### src/rtl/cd_csr_wide.sv
`default_nettype none
// ============================================================================
// Module   : cd_csr_wide
// Purpose  : 32-bit CSR block for the CD bus controller. It holds the
//            configuration registers, the interrupt flags and mask, and the
//            sequential DAT window into the RX/TX RAMs. It also generates the
//            CTRL command pulses.
// Ports    : clk/reset_n        - rising-edge clock, async active-low reset
//            csr_*              - word-addressed CSR bus, registered read data
//            irq                - OR of (int_flag & int_mask)
//            rx_*/tx_*/cd/...   - status pulses and levels from the datapath
//            setting..div_hs    - configuration outputs
//            rx_ram_*/tx_ram_*  - RAM access and command pulses
//            has_break/ack_break- break request level and its acknowledge
// Revision : 1.0 - initial release
// ============================================================================
module cd_csr_wide #(
    parameter logic [7:0] VERSION     = 8'h10,
    parameter int         DIV_LS      = 346,
    parameter int         DIV_HS      = 346,
    parameter int         RAM_AW      = 8,
    parameter int         CLR_ON_READ = 0
) (
    input  logic              clk,
    input  logic              reset_n,
    input  logic [3:0]        csr_address,
    input  logic [3:0]        csr_byteenable,
    input  logic              csr_read,
    input  logic              csr_write,
    input  logic [31:0]       csr_writedata,
    output logic [31:0]       csr_readdata,
    output logic              csr_readdatavalid,
    output logic              irq,
    input  logic              rx_error,
    input  logic              rx_ram_lost,
    input  logic              rx_break,
    input  logic              cd,
    input  logic              tx_err,
    input  logic              rx_pending,
    input  logic              tx_pending,
    input  logic              tx_ram_full,
    input  logic              bus_idle,
    input  logic [7:0]        rx_ram_rd_len,
    input  logic [31:0]       rx_ram_rd_word,
    output logic [7:0]        setting,
    output logic [7:0]        idle_wait_len,
    output logic [1:0]        tx_pre_len,
    output logic [9:0]        tx_permit_len,
    output logic [9:0]        max_idle_len,
    output logic [7:0]        filter,
    output logic [7:0]        filter_m0,
    output logic [7:0]        filter_m1,
    output logic [15:0]       div_ls,
    output logic [15:0]       div_hs,
    output logic [RAM_AW-1:0] rx_ram_rd_addr,
    output logic              tx_ram_wr_en,
    output logic [RAM_AW-1:0] tx_ram_wr_addr,
    output logic [3:0]        tx_ram_wr_be,
    output logic [31:0]       tx_ram_wr_data,
    output logic              rx_clean_all,
    output logic              rx_ram_rd_done,
    output logic              tx_abort,
    output logic              tx_drop,
    output logic              tx_ram_wr_done,
    output logic              has_break,
    input  logic              ack_break
);

    // Flags that latch until cleared: rx_break, rx_lost, rx_error, cd, tx_err, bus_err
    localparam logic [15:0] c_STICKY_MASK = 16'h01CE;

    logic [31:0]       w_mask;
    logic [31:0]       w_reg0, w_reg1, w_reg2, w_reg3, w_reg4, w_reg5;
    logic [31:0]       w_reg0_new, w_reg1_new, w_reg2_new, w_reg3_new, w_reg4_new, w_reg5_new;
    logic [15:0]       w_div_ls_new, w_div_hs_new;
    logic [15:0]       w_int_flag, w_set, w_clr;
    logic [31:0]       w_rdata;
    logic              w_dat_wr, w_dat_ok, w_dat_rd, w_ctrl;
    logic [RAM_AW-1:0] w_wr_inc;

    logic [15:0]       r_int_mask, r_sticky;
    logic [31:0]       r_readdata;
    logic              r_rvalid;

    // Byte-lane expansion used to merge writes into the current register image
    assign w_mask = {{8{csr_byteenable[3]}}, {8{csr_byteenable[2]}},
                     {8{csr_byteenable[1]}}, {8{csr_byteenable[0]}}};

    assign w_reg0 = {16'b0, setting, VERSION};
    assign w_reg1 = {6'b0, tx_permit_len, 6'b0, tx_pre_len, idle_wait_len};
    assign w_reg2 = {8'b0, filter, 6'b0, max_idle_len};
    assign w_reg3 = {16'b0, filter_m1, filter_m0};
    assign w_reg4 = {div_hs, div_ls};
    assign w_reg5 = {16'b0, r_int_mask};

    assign w_reg0_new = (w_reg0 & ~w_mask) | (csr_writedata & w_mask);
    assign w_reg1_new = (w_reg1 & ~w_mask) | (csr_writedata & w_mask);
    assign w_reg2_new = (w_reg2 & ~w_mask) | (csr_writedata & w_mask);
    assign w_reg3_new = (w_reg3 & ~w_mask) | (csr_writedata & w_mask);
    assign w_reg4_new = (w_reg4 & ~w_mask) | (csr_writedata & w_mask);
    assign w_reg5_new = (w_reg5 & ~w_mask) | (csr_writedata & w_mask);

    // Divisors below 2 are meaningless; clamp the merged value
    assign w_div_ls_new = (w_reg4_new[15:0]  < 16'd2) ? 16'd2 : w_reg4_new[15:0];
    assign w_div_hs_new = (w_reg4_new[31:16] < 16'd2) ? 16'd2 : w_reg4_new[31:16];

    // DAT window: only contiguous low-aligned lane patterns are legal writes
    assign w_dat_wr = csr_write && (csr_address == 4'h7);
    assign w_dat_ok = w_dat_wr && ((csr_byteenable == 4'b0001) || (csr_byteenable == 4'b0011) ||
                                   (csr_byteenable == 4'b0111) || (csr_byteenable == 4'b1111));
    assign w_dat_rd = csr_read && (csr_address == 4'h7);
    assign w_ctrl   = csr_write && (csr_address == 4'h8) && csr_byteenable[0];
    assign w_wr_inc = csr_byteenable[3] ? RAM_AW'(4) :
                      csr_byteenable[2] ? RAM_AW'(3) :
                      csr_byteenable[1] ? RAM_AW'(2) : RAM_AW'(1);

    assign tx_ram_wr_en   = w_dat_ok;
    assign tx_ram_wr_be   = csr_byteenable;
    assign tx_ram_wr_data = csr_writedata;

    always_comb begin
        w_int_flag       = r_sticky;
        w_int_flag[0]    = rx_pending;
        w_int_flag[4]    = ~tx_ram_full;
        w_int_flag[5]    = ~tx_pending;
        w_int_flag[9]    = bus_idle;
        w_int_flag[10]   = ~bus_idle;
    end

    assign irq = |(w_int_flag & r_int_mask);

    always_comb begin
        w_set    = 16'b0;
        w_set[1] = rx_break;
        w_set[2] = rx_ram_lost;
        w_set[3] = rx_error;
        w_set[6] = cd;
        w_set[7] = tx_err;
        w_set[8] = w_dat_wr && !w_dat_ok;
        w_clr    = 16'b0;
        if (CLR_ON_READ != 0) begin
            // Clear only what the reader actually saw
            if (csr_read && (csr_address == 4'h6))
                w_clr = r_sticky & c_STICKY_MASK;
        end else begin
            if (csr_write && (csr_address == 4'h6))
                w_clr = csr_writedata[15:0] & w_mask[15:0] & c_STICKY_MASK;
        end
    end

    always_comb begin
        w_rdata = 32'b0;
        case (csr_address)
            4'h0:    w_rdata = w_reg0;
            4'h1:    w_rdata = w_reg1;
            4'h2:    w_rdata = w_reg2;
            4'h3:    w_rdata = w_reg3;
            4'h4:    w_rdata = w_reg4;
            4'h5:    w_rdata = w_reg5;
            4'h6:    w_rdata = {8'b0, rx_ram_rd_len, w_int_flag};
            4'h7:    w_rdata = rx_ram_rd_word;
            default: w_rdata = 32'b0;
        endcase
    end

    always_ff @(posedge clk or negedge reset_n) begin
        if (!reset_n) begin
            setting        <= 8'h10;
            idle_wait_len  <= 8'd10;
            tx_pre_len     <= 2'd1;
            tx_permit_len  <= 10'd20;
            max_idle_len   <= 10'd200;
            filter         <= 8'hff;
            filter_m0      <= 8'hff;
            filter_m1      <= 8'hff;
            div_ls         <= 16'(DIV_LS);
            div_hs         <= 16'(DIV_HS);
            r_int_mask     <= 16'b0;
            r_sticky       <= 16'b0;
            rx_ram_rd_addr <= '0;
            tx_ram_wr_addr <= '0;
            rx_clean_all   <= 1'b0;
            rx_ram_rd_done <= 1'b0;
            tx_abort       <= 1'b0;
            tx_drop        <= 1'b0;
            tx_ram_wr_done <= 1'b0;
            has_break      <= 1'b0;
            r_readdata     <= 32'b0;
            r_rvalid       <= 1'b0;
        end else begin
            if (csr_write) begin
                case (csr_address)
                    4'h0: setting <= w_reg0_new[15:8];
                    4'h1: begin
                        idle_wait_len <= w_reg1_new[7:0];
                        tx_pre_len    <= w_reg1_new[9:8];
                        tx_permit_len <= w_reg1_new[25:16];
                    end
                    4'h2: begin
                        max_idle_len <= w_reg2_new[9:0];
                        filter       <= w_reg2_new[23:16];
                    end
                    4'h3: begin
                        filter_m0 <= w_reg3_new[7:0];
                        filter_m1 <= w_reg3_new[15:8];
                    end
                    4'h4: begin
                        div_ls <= w_div_ls_new;
                        div_hs <= w_div_hs_new;
                    end
                    4'h5:    r_int_mask <= w_reg5_new[15:0];
                    default: ;
                endcase
            end

            // Set wins over a coincident clear
            r_sticky <= ((r_sticky & ~w_clr) | w_set) & c_STICKY_MASK;

            // CTRL reset of both pointers overrides any same-cycle advance
            if (w_ctrl) begin
                rx_ram_rd_addr <= '0;
                tx_ram_wr_addr <= '0;
            end else begin
                if (w_dat_rd) rx_ram_rd_addr <= rx_ram_rd_addr + RAM_AW'(4);
                if (w_dat_ok) tx_ram_wr_addr <= tx_ram_wr_addr + w_wr_inc;
            end

            rx_clean_all   <= w_ctrl && csr_writedata[7];
            rx_ram_rd_done <= w_ctrl && csr_writedata[4];
            tx_abort       <= w_ctrl && csr_writedata[3];
            tx_drop        <= w_ctrl && csr_writedata[2];
            tx_ram_wr_done <= w_ctrl && csr_writedata[0];

            if (w_ctrl && csr_writedata[1]) has_break <= 1'b1;
            else if (ack_break)             has_break <= 1'b0;

            if (csr_read) r_readdata <= w_rdata;
            r_rvalid <= csr_read;
        end
    end

    assign csr_readdata      = r_readdata;
    assign csr_readdatavalid = r_rvalid;

    // Merged-image bits that do not map onto any field
    logic w_unused;
    assign w_unused = &{1'b0, w_reg0_new[31:16], w_reg0_new[7:0], w_reg1_new[31:26],
                        w_reg1_new[15:10], w_reg2_new[31:24], w_reg2_new[15:10],
                        w_reg3_new[31:16], w_reg5_new[31:16]};

endmodule
`default_nettype wire

### config.mk
export PLATFORM = sky130hd
export DESIGN_NAME = cd_csr_wide
export DESIGN_NICKNAME = d
export VERILOG_FILES = /design/src/rtl/cd_csr_wide.sv
export SDC_FILE = /design/constraint.sdc
export NUM_CORES = 1
export LEC_CHECK = 0
export ABC_CLOCK_PERIOD_IN_PS = 3900
export BUFFER_PORTS_ARGS = -buffer_cell sky130_fd_sc_hd__buf_2
export CORE_MARGIN = 2
export CORE_UTILIZATION = 50
export CTS_BUF_LIST = sky130_fd_sc_hd__clkbuf_16
export DETAILED_ROUTE_END_ITERATION = 16
export MAX_ROUTING_LAYER = met4
export PLACE_DENSITY = 0.77
export SLEW_MARGIN = 20
export SYNTH_ARGS = -nofsm -noshare
export SYNTH_HDL_FRONTEND = slang
export SYNTH_SLANG_ARGS = --single-unit
### constraint.sdc
create_clock -name clk -period 3.9 [get_ports clk]
set_input_delay 0.39 -clock clk [delete_from_list [all_inputs] [get_ports clk]]
set_output_delay 0.39 -clock clk [all_outputs]
set_load 0.02 [all_outputs]
Yosys cells after proc, flatten, opt, wreduce, memory -nomap -nowiden
Index checks and enable logic that the tools add are counted.
Word-level totals
  output and inout port bits: 187
  input bits: 94
  logic and storage cells: 101
  register bits after elaboration: 171
Cells by class
  magnitude comparators: 2
  bitwise operators: 22
  muxes and demuxes: 13
  add/subtract/negate cells: 2
  reduce and logical (&&, ||, !) cells: 28
  eq/ne operators: 12
Operators by type and width (count)
  32-bit one-hot mux with 8 select lines: 1
  32-bit bitwise AND: 2
  16-bit bitwise AND: 3
  16-bit OR: 3
  16-bit by 2-bit < comparator with 1-bit output, second input constant: 2
  16-bit 2-to-1 mux: 2
  8-bit 2-to-1 mux: 4
  32-bit inverter: 1
  32-bit OR: 1
  26-bit bitwise AND: 1
  26-bit OR: 1
  24-bit bitwise AND: 1
  24-bit OR: 1
  4-bit by 3-bit equality test with 1-bit output, second input constant: 5
  9-bit bitwise AND: 2
  11-bit by 16-bit bitwise AND with 16-bit output: 1
  16-bit OR reduction: 1
  1-bit logical AND: 13
  4-bit by 2-bit equality test with 1-bit output, second input constant: 3
  2-bit AND reduction: 6
  9-bit 2-to-1 mux: 1
  9-bit inverter: 1
  9-bit OR: 1
  8-bit by 3-bit adder with 8-bit output: 1
  other kinds (11): 21

Longest topological paths before layout
Gate-level depths: netlist of run 1.
  depth after elaboration: 8
  mapped depth: 9
  mapped depth without buffers: 8

Worst setup path before layout of run 1
No wires, ideal clock.
  path type: input to register
  from: input port csr_byteenable[3]
  to: register tx_ram_wr_addr[4]
  data arrival time: 1.750 ns
  setup slack: 2.028 ns
  library setup time: 0.121 ns
  buffers on the path: 1
  cell stages on the path: 8
  required time: 3.779 ns
  cell sequence: clkbuf_1 -> a21oi_1 -> ha_1 -> fa_1 -> a21oi_1 -> nor3b_2 -> xnor2_1 -> nor2_1
Between the ends
  longest elaborated chain between the ends: 6
  elaborated cells between the ends (all ways): 13
  those cells by class: add/sub (1); eq/ne (4); mux (3); reduce/logical (5)
RTL lines
  start: declaration: RTL line 27  | input logic [3:0] csr_byteenable,
  parallel branches: the longest is 6 deep, another holds 8-bit by 3-bit adder with 8-bit output
  end signal: assignment: RTL line 225  | if (w_dat_ok) tx_ram_wr_addr <= tx_ram_wr_addr + w_wr_inc;
  end: declaration: RTL line 57  | output logic [RAM_AW-1:0] tx_ram_wr_addr,
Parallel ways; which one is timed is not known. The select of a mux whose other input is x is not followed.
A chain may end at the register's enable or synchronous reset.

Worst setup path after layout of run 1
  from: input port csr_address[0]
  to: output port tx_ram_wr_en
Between the ends
  longest elaborated chain between the ends: 3
RTL lines
  start: declaration: RTL line 26  | input logic [3:0] csr_address,
  4-bit by 3-bit equality test with 1-bit output: RTL line 108  | assign w_dat_wr = csr_write && (csr_address == 4'h7);
  1-bit logical AND: RTL line 108
  1-bit logical AND: RTL line 109  | assign w_dat_ok = w_dat_wr && ((csr_byteenable == 4'b0001) || (csr_byteenable == 4'b0011) ||
  end: declaration: RTL line 56  | output logic tx_ram_wr_en,
Every way passes these cells.

==> results of run 1 <==
[metrics by stage]
stage,setup slack [ps],hold WS (ps)
floorplan,2028,94.41
global placement,1371,436.5
detailed placement,1311,433.4
CTS,1586,123.9
global route,1509,126.0
finish,1569,137.1
[sequential cells by signal (all words and copies together) (netlist names), 2 cells and up]
| signal | cells |
|---|---|
| csr_readdata | 32 |
| div_hs | 16 |
| div_ls | 16 |
| r_int_mask | 16 |
| max_idle_len | 10 |
| tx_permit_len | 10 |
| filter | 8 |
| filter_m0 | 8 |
| filter_m1 | 8 |
| idle_wait_len | 8 |
| setting | 8 |
| tx_ram_wr_addr | 8 |
| r_sticky | 6 |
| rx_ram_rd_addr | 6 |
| tx_pre_len | 2 |
[synth_stat cells (all sizes together), types with 2 or more instances]
library cell and n:
a2bb2oi 2, and3 9, nand3b 2, mux2 111
xnor2 6, a21oi 15, nand3 10, a32o 2
nor4b 3, a221oi 4, dfrtp 126, dfstp 43
a22oi 40, ha 4, a22o 9, and2 9
nor2 64, inv 15, nand2b 4, o21ai 10
a21o 6, mux2i 4, nand4 5, nor3b 5
buf 57, nor3 17, o22ai 8, a222oi 13
a31oi 16, nor4 10, clkbuf 14, xor2 4
nor2b 6, a41oi 4, nand2 41
[worst paths after layout]
check,end,slack [ps],depth (start not counted)
max in group asynchronous,filter_m1[1],2440,3
setup reg to reg,div_ls[0],1870,5
hold / removal,r_sticky[6],140,2
hold reg to reg,div_hs[1],510,2
setup / recovery,tx_ram_wr_en,1570,5
min in group asynchronous,csr_readdata[30],540,2
[critical path: cells and delay by family]
kind                   cells  cell delay (ps)
AO/OA/AOI/OAI              1              290
buffers and inverters      3              780
AND/OR/NAND/NOR            1              470
[cell type report]
class / instances / area (um^2)
sequential: 169 / 4283
timing repair buffer: 288 / 1488
fill: 1324 / 5844
clock buffer: 17 / 425.4
tap: 216 / 270.3
clock inverter: 15 / 158.9
inverter: 15 / 56.30
multi-input combinational: 457 / 3475
[power groups by stage]
| stage | Sequential, mW | Combinational (mW) | Clock, mW |
|---|---|---|---|
| floorplan | 2.60 | 0.476 | 0 |
| global placement | 2.36 | 1.20 | 0 |
| detailed placement | 2.37 | 1.23 | 0 |
| CTS | 2.34 | 1.23 | 1.71 |
| global route | 2.38 | 1.31 | 1.79 |
| finish | 2.35 | 1.22 | 1.69 |
[per-layer routing]
| layer | vias to the layer above | global-route usage | part of all wire |
|---|---|---|---|
| met5 | - | - | 0 |
| met4 | 0 | 0.1027 | 0.023 |
| met3 | 40 | 0.05075 | 0.076 |
| met2 | 377 | 0.4732 | 0.49 |
| met1 | 3467 | 0.3863 | 0.41 |
| li1 | 3083 | - | - |
[what timing repair did]
| action | in CTS | in global routing |
|---|---|---|
| endpoints found under the setup margin | 0 | 0 |
| endpoints found under the hold margin | 52 | 0 |
| resized for setup | 0 | 0 |
| buffers inserted | 0 | 0 |
| hold buffers | 1 | 0 |
[kinds of logic (layout without fill, tap and decap cells)]
logic type	after synthesis	after routing
other cells	1	2
flops	169	169
compound gates	137	137
buf+inv	86	335
simple gates	188	188
xor+xnor	10	10
fa+ha+maj	5	5
mux	115	115
==> metrics.md, run 1 <==
| Metric | Value |
|---|---|
| Async SR Flop Fraction | `1.000` |
| Yosys reg bits | `approximately 170` |
| Ys Warns | `0` |
| CTS tree | `built` |
| Iter 0 DRT Violations | `between 500 and 600` |
| Post-synthesis sequential area ratio | `0.5198` |
| Clk root buf | `clkbuf_16` |
| Most frequent cells in the layout | `buf_2 (277), dfrtp_1 (126), mux2_2 (110)` |
| Cell taking the most area after synthesis | `dfrtp_1` |
| CP Max Fanout | `24` |
| Final wirelength | `25,250 um` |
| Nets | `1,047` |
| Final std cells w/o fill | `1,177` |
| First-pass GRT wire length | `38,990 um` |
| Crit path cell chain | `buf_2 > and4b_1 > o2111ai_4 > inv_1 > buf_2` |
| Slew margin rel. | `0.2221` |
| Max-cap violations | `0` |
| Area contributors post-synth | `dfrtp_1 (38%), mux2_2 (15%), dfstp_2 (14%), a22oi_1 (3.6%), buf_4 (3.6%)` |
| Largest family of logic cells by synthesized area | `multiplexers` |
| Netlist cell types | `59` |
| Number of flops mapped to enable cells by yosys | `0` |
| Maximum VDD drop | `approximately 300 uV` |
| Setup Crit Path Kind | `primary input to primary output` |
| Die X | `132.4 um` |
| Pins Over Slew Limit | `0` |
| Sink Count | `169` |
| Actual slew at the worst max-slew pin | `1162 ps` |
| Multiplexer share of the synthesized area | `0.1566` |
| Routability Congestion | `~0.97` |
| Cts bufs inserted | `17` |
| Share of layout cells above drive strength 1 | `0.5068` |
| Share of total power in the clock network | `0.321` |
| Sw Share | `0.3204` |
| Post-Synth Simple-Gate Area | `0.1194` |
| Vias per std cell | `just under 6` |
| Req. time, crit path | `3510 ps` |
| Number of placed cells counting well taps | `approximately 1,100` |
| Design Power | `approximately 5.3 mW` |
| Post-synth top flop | `dfrtp_1` |
| Crit. End Element | `primary output` |
| Status | `finished, final reports clean` |
| Reported net switching power | `around 1.7 mW` |
| Internal power | `3.573 mW` |
| Minimum clock period | `between 2000 and 2500 ps` |
| Syn Inst Count | `a little over 700` |
| GR Overflow Total | `0` |
| Flop pwr share | `0.446` |
| Utilization after layout | `0.6347` |
| Pin count of the biggest net entering global routing | `70` |
| Core area | `0.01600 mm^2` |
| Number of global-route vias before repair | `6,757` |
| Die Y | `132.4 um` |
| Post-DP HPWL | `around 19,000 um` |
| Worst-Skew Late Latency | `430 ps` |
| Most common cell after layout, fill and taps aside | `buf_2` |
| Via count | `6,967` |
| CTS H-tree depth | `4` |
| Initial antenna violation count | `0` |
| Crit-path slowest cell | `and4b_1` |
| Post-route antenna net violation count | `0` |
| Final setup fails | `0` |
| DR WL/cell | `approximately 21 um` |
| Mapped Avg Cell Area | `~12 um^2` |
| FMAX | `429.1 MHz` |
| CP arrival | `around 1900 ps` |
| Xor/xnor cell area share of the yosys netlist | `0.01063` |
| Final number of hold-violating endpoints | `0` |
| Top-level I/O count | `281` |
| DRC Markers | `0` |
| Crit path largest cell delay | `470 ps` |
| R2r startpoint | `div_ls[15]` |
| Finished Cell Area | `~0.010 mm^2` |
| I/O Buffers | `~280` |
| Drt first pass iters | `5` |
| Tcrit/Tclk final | `0.5976` |
| Initial Util | `0.5149` |
| Most used cell along the critical path | `buf_2` |
| GR Util All Layers | `0.2970` |
| Bufs on Longest Clock Path | `2` |
| Hold_sp | `cd` |
| Die footprint | `around 0.018 mm^2` |
| Comb power frac | `0.233` |
| Final Skew | `roughly 4.6 ps` |
| Clock slew at reported path FFs | `roughly 60 ps` |
| Setup TNS | `0 ps` |
| Pwr/cell area | `~520 mW/mm^2` |
| Synth Area in Adders | `0.008504` |
| Row cnt | `46` |
| ANT cells | `0` |
| Critical Path Start Type | `primary input` |
| Placed cell area | `0.009562 mm^2` |
| Synthesized area | `between 0.008 and 0.009 mm^2` |
| Synth Area in Compound Gates | `0.1244` |
| Worst min-delay path category | `primary input to flop` |
| Leak pwr | `4.777 nW` |
| Crit path launch | `csr_address[0]` |
| RSZ-0062 raised after global routing | `false` |
| Top-area cell type share of the netlist area | `0.3827` |
| Area growth syn-to-layout | `23.27%` |
Power figures use the tool's default switching activity.
==> run 2, diff against run 1 <==
--- a/config.mk
+++ b/config.mk
@@ -5,7 +5,7 @@
 export SDC_FILE = /design/constraint.sdc
 export NUM_CORES = 1
 export LEC_CHECK = 0
-export ABC_CLOCK_PERIOD_IN_PS = 3900
+export ABC_CLOCK_PERIOD_IN_PS = 2200
 export BUFFER_PORTS_ARGS = -buffer_cell sky130_fd_sc_hd__buf_2
 export CORE_MARGIN = 2
 export CORE_UTILIZATION = 50
==> constraint.sdc (replaced) <==
create_clock -name clk -period 2.2 [get_ports clk]
set_input_delay 0.22 -clock clk [delete_from_list [all_inputs] [get_ports clk]]
set_output_delay 0.22 -clock clk [all_outputs]
set_load 0.02 [all_outputs]
==> metrics.md, run 2 (same netlist as run 1, synthesis figures left out) <==
| Metric | Value |
|---|---|
| Share of layout cells above drive strength 1 | `0.5191 (+0.01231)` |
| Drt first pass iters | `6 (+1)` |
| Top-level I/O count | `281 (unchanged)` |
| Number of global-route vias before repair | `6,981 (+3.3%)` |
| Worst min-delay path category | `primary input to flop` |
| Layout filler cell count | `1,290 (-2.6%)` |
| Hold depth | `3 (+1)` |
| Status | `finished, final reports clean` |
| CP Max Fanout | `3 (-88%)` |
| Most common cell after layout, fill and taps aside | `buf_2` |
| Clk root buf | `clkbuf_16` |
| Vias per std cell | `5.905 (-0.24%)` |
| I/O Buffers | `278 (unchanged)` |
| Worst-Skew Late Latency | `420 ps (about the same)` |
| Pwr/cell area | `918.4 mW/mm^2 (+77%)` |
| Nets | `1,082 (+3.3%)` |
| CP arrival | `1760 ps (-180 ps)` |
| Core area | `0.01600 mm^2 (unchanged)` |
| DR WL/cell | `21.57 um (+0.54%)` |
| Req. time, crit path | `1980 ps (-1530 ps)` |
| Minimum clock period | `approximately 2000 ps` |
| Post-route antenna net violation count | `0 (unchanged)` |
| Leak pwr | `4.978 nW (+4.2%)` |
| Maximum VDD drop | `569.1 uV (+86%)` |
| Bufs on Longest Clock Path | `2 (unchanged)` |
| Initial Util | `0.5149 (unchanged)` |
| RSZ-0062 raised after global routing | `false` |
| FMAX | `between 500 and 600 MHz` |
| Actual slew at the worst max-slew pin | `800.1 ps (-362.3 ps)` |
| Clock slew at reported path FFs | `60 ps (about the same)` |
| Post-DP HPWL | `19,550 um (+5.3%)` |
| Tcrit/Tclk final | `0.9007` |
| Final number of hold-violating endpoints | `0 (unchanged)` |
| Via count | `7,157 (+2.7%)` |
| CTS tree | `built` |
| Crit. End Element | `primary output` |
| Die X | `132.4 um (unchanged)` |
| Utilization after layout | `0.6562 (+0.02150)` |
| Crit path cell chain | `nand2_1 > o21ai_0 > a221oi_1 > nand3_1 > buf_2` |
| First-pass GRT wire length | `40,240 um (+3.2%)` |
| Number of flip-flops in the largest register | `32 (unchanged)` |
| Initial antenna violation count | `0 (unchanged)` |
| Setup TNS | `0 ps (unchanged)` |
| Area growth syn-to-layout | `27.44%` |
| Die footprint | `0.01752 mm^2 (unchanged)` |
| Critical Path Start Type | `flop` |
| Cts bufs inserted | `17 (unchanged)` |
| Max-cap violations | `0 (unchanged)` |
| Final Skew | `5.763 ps (+1.191 ps)` |
| GR Util All Layers | `0.3068 (+0.009811)` |
| Final setup fails | `0 (unchanged)` |
| DRC Markers | `0 (unchanged)` |
| Crit-path slowest cell | `a221oi_1` |
| Final wirelength | `26,140 um (+3.5%)` |
| GR Overflow Total | `0 (unchanged)` |
| Setup Crit Path Kind | `flop to primary output` |
| Die Y | `132.4 um (unchanged)` |
| Most frequent cells in the layout | `buf_2 (277), dfrtp_1 (126), mux2_2 (110)` |
| Pins Over Slew Limit | `0 (unchanged)` |
| ANT cells | `0 (unchanged)` |
| Iter 0 DRT Violations | `631 (+7.9%)` |
| Slew margin rel. | `0.4646 (+0.2425)` |
| Crit path largest cell delay | `430 ps (-40 ps)` |
| Sink Count | `169 (unchanged)` |
| CTS H-tree depth | `4 (unchanged)` |
| FF-to-FF path depth | `5 (unchanged)` |
| Routability Congestion | `0.9304 (-3.7%)` |
| Pin count of the biggest net entering global routing | `59 (-16%)` |
| Row cnt | `46 (unchanged)` |
| Post-CTS setup buffer count | `0 (unchanged)` |
[run 2: final timing paths]
check / startpoint / endpoint / slack (ps)
worst max-delay path: r_int_mask[3] / irq / 220
worst min-delay path: rx_ram_rd_word[2] / csr_readdata[2] / 60
worst max register to register: div_ls[15] / div_ls[0] / 310
worst min register to register: div_hs[1] / div_hs[1] / 500
max in group asynchronous: reset_n / tx_pre_len[0] / 1150
min in group asynchronous: reset_n / csr_readdatavalid / 260
[run 2: power by group]
part           switching (mW)  internal, mW  leakage (nW)  total [mW]
Combinational            1.33         0.898          2.61        2.22
Clock                    1.24          2.00         0.311        3.25
Sequential              0.467          3.71          2.05        4.17
[run 2: final cells by class]
type	instances	area, um^2	area share
repair buffers	323	1778	0.1693
well taps	216	270.3	0.02574
multi-input cells	457	3475	0.3309
inverters	15	56.30	0.005362
flip-flops and latches	169	4283	0.4079
clock buffers	17	425.4	0.04051
clock inverters	15	212.7	0.02026
[run 2: per-stage QoR]
stage / worst slack (ps) / cell area [um^2] / instances / power (mW) / hold WS (ps)
2_1_floorplan: 498.4 / 8243 / 712 / 5.450 / -75.59
3_3_place_gp: 271.2 / 9792 / 1173 / 6.359 / 125.9
3_5_place_dp: 174.7 / 9792 / 1173 / 6.416 / 132.2
4_1_cts: 252.6 / 10500 / 1212 / 9.669 / 37.73
5_1_grt: 228.3 / 10500 / 1212 / 9.988 / 51.64
6_report: 218.5 / 10500 / 1212 / 9.643 / 58.90
[run 2: repair_timing]
item | 4_1_cts | 5_1_grt
hold endpoints to repair | 36 | 0
hold buffers | 7 | 0
gates resized for setup | 0 | 0
[run 2: worst max-delay path, delay by kind of cell, from the launching register on]
family,cells,cell delay [ps]
DFF,1,400
buffers and inverters,1,180
AOI/OAI and AO/OA,2,530
and+or+nand+nor,2,220
[run 2: routing by layer]
layer / wire (um) / track usage / vias up
met5: 0 / - / -
met4: 857 / 0.1260 / 0
met3: 2170 / 0.05306 / 68
met2: 12410 / 0.4744 / 455
met1: 10710 / 0.4028 / 3507
li1: - / - / 3127
